File: config.mk
export PLATFORM = sky130hd
export DESIGN_NAME = dtw_result_axis_tx_flat
export DESIGN_NICKNAME = d
export VERILOG_FILES = /design/src/rtl/dtw_result_axis_tx_if.sv /design/src/rtl/dtw_result_axis_tx.sv /design/src/flat_wrapper.sv
export SDC_FILE = /design/constraint.sdc
export NUM_CORES = 1
export LEC_CHECK = 0
export BUFFER_PORTS_ARGS = -buffer_cell sky130_fd_sc_hd__buf_2
export CORE_UTILIZATION = 50
export DETAILED_ROUTE_END_ITERATION = 6
export GPL_ROUTABILITY_DRIVEN = 0
export HOLD_SLACK_MARGIN = 0.15
export PLACE_DENSITY = 0.7
export SLEW_MARGIN = 40
export SYNTH_ARGS = -nofsm -noshare
export SYNTH_HDL_FRONTEND = slang
export SYNTH_SLANG_ARGS = --single-unit
File: constraint.sdc
create_clock -name M_AXIS_ACLK -period 10.6 [get_ports M_AXIS_ACLK]
set_clock_uncertainty 0.05 [all_clocks]
set_input_delay 0 -clock M_AXIS_ACLK [delete_from_list [all_inputs] [get_ports M_AXIS_ACLK]]
set_output_delay 0 -clock M_AXIS_ACLK [all_outputs]
set_load 0.01 [all_outputs]
File: src/rtl/dtw_result_axis_tx_if.sv
// ---------------------------------------------------------------------------
// dtw_result_axis_tx_if
// AXI4-Stream bundle carrying DTW result beats from dtw_result_axis_tx toward
// the DMA engine.
//   TVALID  master->slave  head word valid
//   TDATA   master->slave  head word (DATA_WIDTH bits)
//   TSTRB   master->slave  byte strobes, always all ones
//   TLAST   master->slave  final beat of the current packet
//   TREADY  slave->master  downstream ready
// ---------------------------------------------------------------------------
interface dtw_result_axis_tx_if #(
    parameter int DATA_WIDTH = 32
);
    logic                      TVALID;
    logic [DATA_WIDTH-1:0]     TDATA;
    logic [DATA_WIDTH/8-1:0]   TSTRB;
    logic                      TLAST;
    logic                      TREADY;

    modport master (
        output TVALID,
        output TDATA,
        output TSTRB,
        output TLAST,
        input  TREADY
    );

    modport slave (
        input  TVALID,
        input  TDATA,
        input  TSTRB,
        input  TLAST,
        output TREADY
    );
endinterface

File: src/rtl/dtw_result_axis_tx.sv
// ---------------------------------------------------------------------------
// dtw_result_axis_tx
// Buffers DTW result words written by dtw_core into its sink-FIFO port and
// emits them as AXI4-Stream beats, grouped into packets of pkt_len words with
// TLAST on the final beat of each packet.
// Ports:
//   M_AXIS_ACLK     sole clock
//   M_AXIS_ARESETN  asynchronous active-low reset
//   dtw_fifo_wren   core write strobe (dropped while full)
//   dtw_fifo_din    core result word
//   dtw_fifo_full   buffer full, core must hold off
//   pkt_len         words per packet, 0 behaves as 1
//   fifo_level      entries currently held
//   overflow        sticky flag: a write was attempted while full
//   m_axis          AXI4-Stream master (TVALID/TDATA/TSTRB/TLAST/TREADY)
// ---------------------------------------------------------------------------
module dtw_result_axis_tx #(
    parameter int C_M_AXIS_TDATA_WIDTH = 32,
    parameter int FIFO_DEPTH           = 16,
    parameter int PKT_LEN_WIDTH        = 16
) (
    input  logic                              M_AXIS_ACLK,
    input  logic                              M_AXIS_ARESETN,
    input  logic                              dtw_fifo_wren,
    input  logic [C_M_AXIS_TDATA_WIDTH-1:0]   dtw_fifo_din,
    output logic                              dtw_fifo_full,
    input  logic [PKT_LEN_WIDTH-1:0]          pkt_len,
    output logic [$clog2(FIFO_DEPTH):0]       fifo_level,
    output logic                              overflow,
    dtw_result_axis_tx_if.master              m_axis
);
    localparam int AW = $clog2(FIFO_DEPTH);
    localparam int CW = AW + 1;
    localparam logic [CW-1:0]            LP_DEPTH  = CW'(FIFO_DEPTH);
    localparam logic [CW-1:0]            LP_CNT_1  = CW'(1);
    localparam logic [AW-1:0]            LP_PTR_1  = AW'(1);
    localparam logic [PKT_LEN_WIDTH-1:0] LP_PKT_0  = {PKT_LEN_WIDTH{1'b0}};
    localparam logic [PKT_LEN_WIDTH-1:0] LP_PKT_1  = PKT_LEN_WIDTH'(1);

    logic [C_M_AXIS_TDATA_WIDTH-1:0] r_mem [FIFO_DEPTH];
    logic [AW-1:0]                   r_wr_ptr;
    logic [AW-1:0]                   r_rd_ptr;
    logic [CW-1:0]                   r_count;
    logic [PKT_LEN_WIDTH-1:0]        r_beat_cnt;
    logic [PKT_LEN_WIDTH-1:0]        r_pkt_len_q;
    logic                            r_overflow;

    logic                            w_full;
    logic                            w_valid;
    logic                            w_last;
    logic                            w_wr;
    logic                            w_rd;
    logic [PKT_LEN_WIDTH-1:0]        w_pkt_len_eff;

    // Full and valid are derived from the registered occupancy only, so a
    // same-cycle pop never lets a write slip into a full buffer.
    assign w_full        = (r_count == LP_DEPTH);
    assign w_valid       = (r_count != {CW{1'b0}});
    assign w_wr          = dtw_fifo_wren && !w_full;
    assign w_rd          = w_valid && m_axis.TREADY;
    assign w_pkt_len_eff = (pkt_len == LP_PKT_0) ? LP_PKT_1 : pkt_len;
    assign w_last        = w_valid && (r_beat_cnt == (r_pkt_len_q - LP_PKT_1));

    assign m_axis.TVALID = w_valid;
    assign m_axis.TDATA  = r_mem[r_rd_ptr];
    assign m_axis.TSTRB  = {(C_M_AXIS_TDATA_WIDTH/8){1'b1}};
    assign m_axis.TLAST  = w_last;
    assign dtw_fifo_full = w_full;
    assign fifo_level    = r_count;
    assign overflow      = r_overflow;

    // Storage array; the write slot is never the head while data is held.
    always_ff @(posedge M_AXIS_ACLK) begin
        if (w_wr) begin
            r_mem[r_wr_ptr] <= dtw_fifo_din;
        end
    end

    // Pointers and occupancy; pointers wrap naturally at the power-of-two depth.
    always_ff @(posedge M_AXIS_ACLK or negedge M_AXIS_ARESETN) begin
        if (!M_AXIS_ARESETN) begin
            r_wr_ptr <= {AW{1'b0}};
            r_rd_ptr <= {AW{1'b0}};
            r_count  <= {CW{1'b0}};
        end else begin
            if (w_wr) begin
                r_wr_ptr <= r_wr_ptr + LP_PTR_1;
            end
            if (w_rd) begin
                r_rd_ptr <= r_rd_ptr + LP_PTR_1;
            end
            case ({w_wr, w_rd})
                2'b10:   r_count <= r_count + LP_CNT_1;
                2'b01:   r_count <= r_count - LP_CNT_1;
                default: r_count <= r_count;
            endcase
        end
    end

    // Packetiser: packet length is sampled only while idle between packets,
    // so changes during a packet or a stall take effect on the next one.
    always_ff @(posedge M_AXIS_ACLK or negedge M_AXIS_ARESETN) begin
        if (!M_AXIS_ARESETN) begin
            r_beat_cnt  <= LP_PKT_0;
            r_pkt_len_q <= LP_PKT_1;
        end else begin
            if ((r_beat_cnt == LP_PKT_0) && !w_valid) begin
                r_pkt_len_q <= w_pkt_len_eff;
            end
            if (w_rd) begin
                r_beat_cnt <= w_last ? LP_PKT_0 : (r_beat_cnt + LP_PKT_1);
            end
        end
    end

    // Sticky overflow: any write attempt while full, regardless of a same-cycle pop.
    always_ff @(posedge M_AXIS_ACLK or negedge M_AXIS_ARESETN) begin
        if (!M_AXIS_ARESETN) begin
            r_overflow <= 1'b0;
        end else if (dtw_fifo_wren && w_full) begin
            r_overflow <= 1'b1;
        end
    end
endmodule

File: src/flat_wrapper.sv
// flat-port wrapper written by rule: the top's interface ports become plain ports
module dtw_result_axis_tx_flat 
#(
    parameter int C_M_AXIS_TDATA_WIDTH = 32,
    parameter int FIFO_DEPTH           = 16,
    parameter int PKT_LEN_WIDTH        = 16
)
  (M_AXIS_ACLK, M_AXIS_ARESETN, dtw_fifo_wren, dtw_fifo_din, dtw_fifo_full, pkt_len, fifo_level, overflow, m_axis_TVALID, m_axis_TDATA, m_axis_TSTRB, m_axis_TLAST, m_axis_TREADY);
  dtw_result_axis_tx_if #(.DATA_WIDTH((32))) m_axis_i ();
  input  logic M_AXIS_ACLK;
  input  logic M_AXIS_ARESETN;
  input  logic dtw_fifo_wren;
  input  logic [C_M_AXIS_TDATA_WIDTH-1:0] dtw_fifo_din;
  output logic dtw_fifo_full;
  input  logic [PKT_LEN_WIDTH-1:0] pkt_len;
  output logic [$clog2(FIFO_DEPTH):0] fifo_level;
  output logic overflow;
  output wire logic [$bits(m_axis_i.TVALID)-1:0] m_axis_TVALID;
  output wire logic [$bits(m_axis_i.TDATA)-1:0] m_axis_TDATA;
  output wire logic [$bits(m_axis_i.TSTRB)-1:0] m_axis_TSTRB;
  output wire logic [$bits(m_axis_i.TLAST)-1:0] m_axis_TLAST;
  input wire logic [$bits(m_axis_i.TREADY)-1:0] m_axis_TREADY;
  assign m_axis_TVALID = m_axis_i.TVALID;
  assign m_axis_TDATA = m_axis_i.TDATA;
  assign m_axis_TSTRB = m_axis_i.TSTRB;
  assign m_axis_TLAST = m_axis_i.TLAST;
  assign m_axis_i.TREADY = m_axis_TREADY;
  dtw_result_axis_tx #(.C_M_AXIS_TDATA_WIDTH(C_M_AXIS_TDATA_WIDTH), .FIFO_DEPTH(FIFO_DEPTH), .PKT_LEN_WIDTH(PKT_LEN_WIDTH)) u_core (.M_AXIS_ACLK(M_AXIS_ACLK), .M_AXIS_ARESETN(M_AXIS_ARESETN), .dtw_fifo_wren(dtw_fifo_wren), .dtw_fifo_din(dtw_fifo_din), .dtw_fifo_full(dtw_fifo_full), .pkt_len(pkt_len), .fifo_level(fifo_level), .overflow(overflow), .m_axis(m_axis_i));
endmodule
==> results.sh <==
export IMPL_fillers=3169
export IMPL_max_slew_margin_rel_pct=51.5
export IMPL_cts_tree="done"
export IMPL_worstMarginPinSlew_ns=0.727
export IMPL_crit_start="u_core.r_pkt_len_q[1]"
export IMPL_drt_pass1_iterations=5
export IMPL_switching_share_pct=28.5
export IMPL_wl_per_cell_um=24.6
export IMPL_p_int_mw=4.66
export IMPL_fp_coreArea_um2=43400
export IMPL_synth_top_cell_area_share_pct=69.6
export IMPL_r2r_start="u_core.fifo_level[1]"
export IMPL_grt_usage_pct=21.2
export IMPL_combPwrFrac_pct=28.3
export IMPL_die_w_um=212
export IMPL_fp_dieArea_um2=45000
export IMPL_p_total_mw=6.53
export IMPL_synth_seq_area_share_pct=74.8
export IMPL_netlist_instances=1032
export IMPL_power_leakage_nw=8.63
export IMPL_htree_levels=2
export IMPL_wl_um=45400
export IMPL_cp_data_arrival_time_ns=3.44
export IMPL_grt_overflow_total=0
export IMPL_crit_family="simple AND/OR/NAND/NOR gates"
export IMPL_cp_data_required_time_ns=10.55
export IMPL_vias_per_cell=5.75
export IMPL_grt_pass1_wl_um=68900
export IMPL_slowest_delay_ns=0.60
export IMPL_syn_area_um2=22100
export IMPL_vias=10644
export IMPL_dp_final_hpwl_um=24600
export IMPL_hold_path_class="in2reg"
export IMPL_crit_buf_inv=2
export IMPL_drcViolationCount=0
export IMPL_clkLatencyLatePin_ns=0.60
export IMPL_cp_start_kind="flop"
export IMPL_clockBufferDepth=3
export IMPL_ioPinCount=97
export IMPL_crit_slowest_cell="nor3b_1"
export IMPL_period_needed_ns=3.49
export IMPL_ant_nets=0
export IMPL_syn2layout_area_growth_pct=17.0
export IMPL_synth_area_leaders="edfxtp_1 (70%), mux4_2 (16%), dfrtp_1 (5.1%)"
export IMPL_start_util_pct=50.9
export IMPL_row_count=76
export IMPL_synth_warnings=0
export IMPL_antenna_found_initial=1
export IMPL_outcome="finished, final reports clean"
export IMPL_synth_top_cell_by_area="edfxtp_1"
export IMPL_drive_above_1_share_pct=31.2
export IMPL_root_buffer="clkbuf_16"
export IMPL_yosys_most_used_dff="edfxtp_1"
export IMPL_cts_sinks=558
export IMPL_synth_enable_flop_cells=512
export IMPL_ys_types=50
export IMPL_cts_resized=0
export IMPL_seq_power_share_pct=42.7
export IMPL_numCtsBuffers=55
export IMPL_slew_violations=0
export IMPL_drt_initial_drc_count=1109
export IMPL_hold_violations=0
export IMPL_fin_nets=1287
export IMPL_path_class="reg2out"
export IMPL_ir_drop_mv=0.150
export IMPL_dieHeight_um=212
export IMPL_power_switching_mw=1.86
export IMPL_clock_fmax_mhz=287
export IMPL_tns_ns=0
export IMPL_synth_avg_cell_area_um2=21.4
export IMPL_finalCritPeriodShare_pct=32.9
export IMPL_async_flop_share_pct=8.24
export IMPL_cp_end_kind="primary output"
export IMPL_grt_max_degree=67
export IMPL_place_port_buffers=92
export IMPL_path_max_fanout=10
export IMPL_hold_path_startpoint="dtw_fifo_din[8]"
export IMPL_drv_cap=0
export IMPL_p_per_area_nw_per_um2=252
export IMPL_path_clk_slew_ns=0.06
export IMPL_grt_pass1_vias=11264
export IMPL_reg2reg_slack_ns=7.15
export IMPL_crit_chain="inv_1 -> ha_1 -> nor3b_1 -> xnor2_1 -> o2111ai_1 -> a2111oi_1 -> and4_1 -> buf_2"
export IMPL_rsz0062_at_grt="no"
export IMPL_ys_ff_latch=558
export IMPL_setup_viol_count_final=0
export IMPL_clkPwrFrac_pct=29.0
-- logic make-up after synthesis --
group                    count (synthesis)  share of synthesized area (%)
flip-flops                             558                           74.8
multiplexers                           174                           17.0
AND/OR/NAND/NOR                        133                           3.10
buffers and inverters                   74                           1.47
XOR/XNOR                                43                           1.71
AO/OA/AOI/OAI                           36                           1.07
adder cells (fa/ha/maj)                 13                          0.771
other                                    1                         0.0170
-- power groups by stage --
stage	sequential (mW)	clock (mW)	combinational, mW
2_1_floorplan	2.76	0	1.32
3_3_place_gp	2.92	0	1.71
5_1_grt	2.81	2.01	1.99
6_report	2.79	1.89	1.85
4_1_cts	2.79	1.93	1.89
3_5_place_dp	2.84	0	1.87
-- final timing paths --
| path | to | depth (start not counted) |
|---|---|---|
| min reg2reg | u_core.overflow | 1 |
| max reg2reg | u_core.fifo_level[4] | 13 |
| min | u_core.r_mem[5][8] | 2 |
| min in group asynchronous | u_core.r_pkt_len_q[10] | 4 |
| max in group asynchronous | u_core.r_rd_ptr[0] | 4 |
| max | m_axis_TLAST | 8 |
-- metrics by stage --
step / setup WS (ns) / instances / hold slack, ns / area [um^2] / util, %
after floorplan: 6.71 / 1035 / -0.346 / 22100 / -
after global placement: 7.10 / 1677 / 0.0843 / 23300 / 53.8
after detailed placement: 7.08 / 1681 / 0.0946 / 23400 / 54.0
after CTS: 7.07 / 1849 / 0.228 / 25800 / 59.6
after global routing: 6.73 / 1849 / 0.266 / 25800 / 59.6
final: 7.11 / 1850 / 0.271 / 25800 / 59.6
-- layout make-up --
class	instances	area [um^2]	share of cell area, %
Antenna cell	1	2.50	0.00968
Clock buffer	70	1460	5.66
Clock inverter	29	277	1.07
Inverter	16	60.1	0.232
Multi-Input combinational cell	403	5360	20.7
Sequential cell	558	16500	64.0
Tap cell	585	732	2.83
Timing Repair Buffer	188	1420	5.47
-- synth_stat cells (2+ instances only) --
cell type  instances
or3_1              9
dfrtp_1           45
nor2_1            33
and4_1             2
nand2b_1           4
nand4_1            8
or4_1              2
a31oi_1            3
clkbuf_1          30
xnor2_1           28
nand3_1            9
ha_1              12
o21ai_0            8
nor3b_1            2
inv_1             16
a21oi_1            8
buf_6              3
nor4b_1            2
a21o_1             7
buf_1             18
mux4_2           160
edfxtp_1         512
and2_1             3
nor2b_1            2
buf_4              6
nand2_1           26
xor2_1            15
nor3_1            12
and3_1             3
nor4_1            11
mux2_2            14
-- per-layer routing --
metal / GRT usage [%] / share of wire [%]
met1: 29.0 / 42
met2: 35.0 / 50
met3: 3.86 / 5.8
met4: 6.20 / 2.4
met5: 0 / 0
-- registers in the layout, indices dropped and copies added, names as in the netlist --
name,count
u_core.fifo_level,5
u_core.overflow,1
u_core.r_rd_ptr,4
u_core.r_beat_cnt,16
u_core.r_mem,512
u_core.r_pkt_len_q,16
u_core.r_wr_ptr,4
-- repair_timing --
| item | in CTS | in global routing |
|---|---|---|
| endpoints found under the hold margin | 585 | 0 |
| setup endpoints to repair | 0 | 0 |
| hold buffers | 69 | 0 |
| setup buffers | 0 | 0 |
-- layout by cell type (no fill, tap or decap), drive strengths merged, types with 2 or more instances in the layout --
master	n
and4	2
a21o	7
nor2	33
nand3	9
dfrtp	45
mux2	14
edfxtp	512
buf	119
conb	4
nor4b	2
xnor2	28
inv	17
clkbuf	70
and3	3
xor2	15
or4	2
o21ai	9
nor2b	2
nand2	26
a31oi	3
nor3b	2
nor3	12
nand4	8
and2	3
dlygate4sd3	69
bufinv	5
mux4	160
nand2b	4
or3	9
a21oi	8
ha	12
nor4	12
clkinv	23
-- worst register-to-register path: cells and delay by family, from the launching register on --
family	cells	cell delay, ns
AO/OA/AOI/OAI	2	0.32
adder cells (fa/ha/maj)	2	0.55
flip-flops	1	0.43
buffers and inverters	3	0.45
XOR/XNOR	2	0.26
AND/OR/NAND/NOR	4	1.27
(Power assumes the default switching activity.)
